--- src/rtl/button_pkg.sv ---
// Shared types and helpers for the push-button conditioning pipeline.
package button_pkg;

    typedef enum logic [1:0] {
        IDLE,
        PRESS_WAIT,
        HELD,
        RELEASE_WAIT
    } state_e;

    // Bits needed to hold values 0..max_val; never narrower than one bit.
    function automatic int unsigned cnt_width(input int unsigned max_val);
        return (max_val < 2) ? 1 : $clog2(max_val + 1);
    endfunction

endpackage

--- src/rtl/button_debounce_sync2.sv ---
// Two-flop synchroniser with a caller-supplied reset value, reusable for any pin input.
module sync2 #(
    parameter int unsigned WIDTH = 1
) (
    input  logic             i_clk,
    input  logic             i_rst,
    input  logic [WIDTH-1:0] i_rst_val,
    input  logic [WIDTH-1:0] i_d,
    output logic [WIDTH-1:0] o_q
);

    logic [WIDTH-1:0] r_meta;
    logic [WIDTH-1:0] r_sync;

    always_ff @(posedge i_clk) begin
        if (i_rst) begin
            r_meta <= i_rst_val;
            r_sync <= i_rst_val;
        end else begin
            r_meta <= i_d;
            r_sync <= r_meta;
        end
    end

    assign o_q = r_sync;

endmodule

--- src/rtl/button_debounce.sv ---
// Debounces one raw button pin into a clean level plus press/release/long-press pulses.
module button_debounce
    import button_pkg::*;
#(
    parameter int unsigned DEBOUNCE_CYCLES   = 1000000,
    parameter int unsigned LONG_PRESS_CYCLES = 100000000,
    parameter int unsigned ACTIVE_LOW        = 1
) (
    input  logic i_clk,
    input  logic i_rst,
    input  logic i_btn_in,
    output logic o_btn_level,
    output logic o_press,
    output logic o_release,
    output logic o_long_press
);

    localparam int unsigned DW = cnt_width(DEBOUNCE_CYCLES - 1);
    localparam int unsigned HW = cnt_width(LONG_PRESS_CYCLES);

    localparam logic [DW-1:0] D_LAST = DW'(DEBOUNCE_CYCLES - 1);
    localparam logic [HW-1:0] H_FIRE = HW'(LONG_PRESS_CYCLES - 1);
    localparam logic [HW-1:0] H_SAT  = HW'(LONG_PRESS_CYCLES);

    logic          w_inactive;
    logic          w_sync;
    logic          w_s;

    state_e        r_state;
    state_e        r_prev;
    state_e        w_state_nxt;
    logic [DW-1:0] r_dcnt;
    logic [DW-1:0] w_dcnt_nxt;
    logic [HW-1:0] r_hcnt;
    logic [HW-1:0] w_hcnt_nxt;
    logic          r_fired;

    logic          w_level;
    logic          w_press;
    logic          w_release;
    logic          w_long;

    logic          r_level;
    logic          r_press;
    logic          r_release;
    logic          r_long;

    assign w_inactive = (ACTIVE_LOW != 0);

    sync2 #(
        .WIDTH(1)
    ) u_sync (
        .i_clk    (i_clk),
        .i_rst    (i_rst),
        .i_rst_val(w_inactive),
        .i_d      (i_btn_in),
        .o_q      (w_sync)
    );

    assign w_s = (ACTIVE_LOW != 0) ? ~w_sync : w_sync;

    always_comb begin
        w_state_nxt = r_state;
        w_dcnt_nxt  = r_dcnt;
        w_hcnt_nxt  = r_hcnt;
        case (r_state)
            IDLE: begin
                if (w_s) begin
                    w_state_nxt = PRESS_WAIT;
                    w_dcnt_nxt  = '0;
                end
            end
            PRESS_WAIT: begin
                if (!w_s) begin
                    w_state_nxt = IDLE;
                end else if (r_dcnt == D_LAST) begin
                    w_state_nxt = HELD;
                    w_hcnt_nxt  = '0;
                end else begin
                    w_dcnt_nxt = r_dcnt + DW'(1);
                end
            end
            HELD: begin
                if (r_hcnt != H_SAT) begin
                    w_hcnt_nxt = r_hcnt + HW'(1);
                end
                if (!w_s) begin
                    w_state_nxt = RELEASE_WAIT;
                    w_dcnt_nxt  = '0;
                end
            end
            RELEASE_WAIT: begin
                if (w_s) begin
                    w_state_nxt = HELD;
                end else if (r_dcnt == D_LAST) begin
                    w_state_nxt = IDLE;
                end else begin
                    w_dcnt_nxt = r_dcnt + DW'(1);
                end
            end
            default: w_state_nxt = IDLE;
        endcase
    end

    // Pulses are decoded from the registered state and its previous value, so a
    // bounce back from RELEASE_WAIT into HELD never looks like a fresh press.
    always_comb begin
        w_level   = (r_state == HELD) || (r_state == RELEASE_WAIT);
        w_press   = (r_state == HELD) && (r_prev == PRESS_WAIT);
        w_release = (r_state == IDLE) && (r_prev == RELEASE_WAIT);
        w_long    = (r_state == HELD) && (r_hcnt == H_FIRE) && !r_fired;
    end

    always_ff @(posedge i_clk) begin
        if (i_rst) begin
            r_state   <= IDLE;
            r_prev    <= IDLE;
            r_dcnt    <= '0;
            r_hcnt    <= '0;
            r_fired   <= 1'b0;
            r_level   <= 1'b0;
            r_press   <= 1'b0;
            r_release <= 1'b0;
            r_long    <= 1'b0;
        end else begin
            r_state   <= w_state_nxt;
            r_prev    <= r_state;
            r_dcnt    <= w_dcnt_nxt;
            r_hcnt    <= w_hcnt_nxt;
            r_level   <= w_level;
            r_press   <= w_press;
            r_release <= w_release;
            r_long    <= w_long;
            if (r_state == IDLE) begin
                r_fired <= 1'b0;
            end else if (w_long) begin
                r_fired <= 1'b1;
            end
        end
    end

    assign o_btn_level  = r_level;
    assign o_press      = r_press;
    assign o_release    = r_release;
    assign o_long_press = r_long;

endmodule

--- config.mk ---
export PLATFORM = sky130hd
export DESIGN_NAME = button_debounce
export DESIGN_NICKNAME = d
export VERILOG_FILES = /design/src/rtl/button_pkg.sv /design/src/rtl/button_debounce_sync2.sv /design/src/rtl/button_debounce.sv
export SDC_FILE = /design/constraint.sdc
export NUM_CORES = 1
export LEC_CHECK = 0
export ABC_AREA = 1
export BUFFER_PORTS_ARGS = -buffer_cell sky130_fd_sc_hd__clkbuf_2
export CAP_MARGIN = 40
export CORE_MARGIN = 3
export CORE_UTILIZATION = 50
export CTS_BUF_LIST = sky130_fd_sc_hd__clkbuf_16
export DETAILED_ROUTE_END_ITERATION = 6
export PLACE_DENSITY_LB_ADDON = 0.15
export SLEW_MARGIN = 20
export SYNTH_ARGS = -nofsm -noshare
export SYNTH_HDL_FRONTEND = slang
export SYNTH_SLANG_ARGS = --single-unit
--- constraint.sdc ---
create_clock -name i_clk -period 4.55 [get_ports i_clk]
set_input_delay 0.91 -clock i_clk [delete_from_list [all_inputs] [get_ports i_clk]]
set_output_delay 0.91 -clock i_clk [all_outputs]
set_load 0.01 [all_outputs]
==> impl_metrics.yaml <==
routing:
  routedWlPerCell_um: 13.5
  via_per_inst: 5.28
  via_count: 3706
  final_antenna_net_count: 0
  drt-initial-drc-count: 336
  first_pass_iters: 7
  drc: 1
  drt-total-wl_um: 9480
clocking:
  insertion_delay_ns: 0.33
  numClockSinks: 58
  cts.clk_slew.worst_paths_ns: 0.05
  cts_setup_buffers: 0
  cts_buffers: 9
  cts_max_level: 3
  cts_hold_buf: 0
  clockBufferDepth: 2
  ctsResizeCount: 0
  cts_root_buf: "clkbuf_16"
  cts_tree: "built"
floorplan:
  die-area_um2: 8180
  ios: 7
  placementRows: 30
  coreArea_um2: 6870
  initial_core_util_pct: 51.9
  die_x_um: 90.5
  die_h_um: 90.5
sta:
  slew_viol_final: 0
  period_share_pct: 50.3
  rsz0062_at_grt: "no"
  finClkSkew_ns: 0.00642
  worstMarginPinSlew_ns: 0.485
  setup_tns_ns: 0
  min_period_ns: 2.29
  hold_viol_final: 0
  fin_ws_ns: 2.26
  timing.slew.headroom_pct: 67.6
  finalSetupViolCount: 0
  fmax_mhz: 437
min_path:
  min_from: "u_sync.r_meta"
  hold_depth: 1
  min_path_type: "reg -> reg"
power_and_ir_drop:
  vdd_ir_drop_max_uv: 279
  pwr_density_cell_nw_per_um2: 306
  p_leak_nw: 1.31
critical_path:
  critical_path_class: "reg -> reg"
  critical_path_arrival_ns: 2.54
  crit_path_start: "r_dcnt[0]"
  cpPeakStageDelay_ns: 0.42
  path_depth: 9
  cp_slowest_cell: "dfxtp_1"
  crit_family: "simple AND/OR/NAND/NOR gates"
  crit_path_max_fanout: 23
  endpoint_kind: "register"
  worstPathRequired_ns: 4.80
  cp_num_buf_inv: 1
  critPathMostFrequentCell: "nand2_1"
  cp-start-kind: "register"
  r2r_cells: 9
  r2r_start: "r_dcnt[0]"
  crit_chain: "ha_1, nand3_1, nor2_2, nand4_1, nand2_2, inv_2, nand2_1, nand2_1, a21oi_1"
place:
  place_area_um2: 3650
  dpl.hpwl_um: 6850
  io_buffers: 6
  pre_cts_ws_ns: 2.32
  place.gp.congestion: 0.945
global_route:
  grt_pass1_vias: 3332
  grt_usage_pct: 24.3
  grt_overflow: 0
  antenna_found_initial: 0
  grt_max_degree: 31
  grt_first_pass_wirelength_um: 16200
synth:
  ys_types: 29
  yosys_register_bits: 58
  synth.top_cell.area_share_pct: 32.6
  synth_top_cell_by_area: "dfxtp_1"
  synthTopCellsByArea: "dfxtp_1 33%, nand2_1 20%, nor2_1 13%"
  synth.cell_area_um2: 3570
  syn-num-nets: 604
  avgSynthCellArea_um2: 5.96
  synth-warning-count: 0
  synth_seq_area_share_pct: 32.6
  synthCells: 598
finish:
  area_growth_pct: 10.5
  diodes: 0
  final_nets: 607
  final_area_um2: 3940
  drive_above_1_share_pct: 8.09
  final.fill_count: 741
  utilization_pct: 57.4
run_status:
  status: "complete, but fails checks"
  violations: "DRC"
flow_run:
  cap_violations: 0
## power breakdown
part	internal (mW)	switching, mW
logic	0.00476	0.0163
registers	0.509	0.00143
clock network	0.422	0.253
total	0.936	0.271
## metrics by stage
stage          instances  total power, mW  hold slack [ns]
2_1_floorplan        598            0.537            0.389
3_3_place_gp         685            0.540            0.405
3_5_place_dp         686            0.543            0.402
4_1_cts              702             1.22            0.418
5_1_grt              702             1.24            0.442
6_report             702             1.21            0.417
## layout by cell type, fill, tap and decap left out
cell type,instances
clkinv_2,3
inv_2,4
nor4_1,1
nand2_2,4
or2_2,7
nand2_8,1
nor2_2,3
dfxtp_1,58
o21bai_1,4
a21oi_1,38
xnor2_1,2
nand3_1,46
a21oi_2,2
clkinv_4,2
nor3b_1,1
nand4_1,7
nor2_4,4
nand3b_1,4
clkbuf_2,6
o21ai_0,19
buf_12,1
clkbuf_16,9
bufinv_16,1
xor2_1,3
inv_1,52
nand2_1,187
nor2_1,123
ha_1,3
nor3_1,8
and3_1,1
clkinvlp_4,1
nand3_2,1
## layout make-up
class                      count  area [um^2]  area share [%]
multi-input combinational    469         2100            53.4
timing repair buffer           7         50.0            1.27
sequential                    58         1160            29.5
clock buffer                   9          225            5.71
tap                           96          120            3.05
inverter                      56          210            5.33
clock inverter                 7         70.1            1.78
## synth_stat cells
cell,n
nand2_1,187
nor2_1,123
dfxtp_1,58
inv_1,52
nand3_1,46
a21oi_1,38
o21ai_0,19
nor3_1,8
clkbuf_1,7
nand4_1,7
or2_2,7
inv_2,4
nand2_2,4
nand3b_1,4
nor2_4,4
o21bai_1,4
buf_2,3
buf_6,3
ha_1,3
nor2_2,3
xor2_1,3
a21oi_2,2
buf_4,2
xnor2_1,2
and3_1,1
nand2_8,1
nand3_2,1
nor3b_1,1
nor4_1,1
## kinds of logic (layout without fill, tap and decap cells)
group	count (synthesis)	after routing	synth area share, %
and+or+nand+nor	398	398	47.4
buffers and inverters	71	79	8.42
AOI/OAI and AO/OA	63	63	9.33
DFF	58	58	32.6
xor gates and xnor gates	5	5	1.23
adders and majority gates	3	3	1.05
## flip-flops by register name (all words and copies together), names as in the netlist, named ones only
| signal | flops |
|---|---|
| o_long_press | 1 |
| o_release | 1 |
| o_btn_level | 1 |
| r_hcnt | 27 |
| r_dcnt | 20 |
| r_prev | 2 |
| r_state | 1 |
| u_sync.r_meta | 1 |
| o_press | 1 |
| r_fired | 1 |
| u_sync.o_q | 1 |
## routing by layer
| metal | vias to the layer above | global-route usage (%) | wire (um) |
|---|---|---|---|
| met5 | - | 0 | 0 |
| met4 | 0 | 7.40 | 83 |
| li1 | 1888 | - | - |
| met1 | 1680 | 35.7 | 4730 |
| met2 | 125 | 35.8 | 4010 |
| met3 | 13 | 4.58 | 651 |
## path summary, 6_finish.rpt
check	to	slack, ns
setup / recovery	r_dcnt[6]	2.26
hold / removal	u_sync.o_q	0.42
setup reg to reg	r_dcnt[6]	2.26
hold reg to reg	u_sync.o_q	0.42
Power figures use the tool's default switching activity.
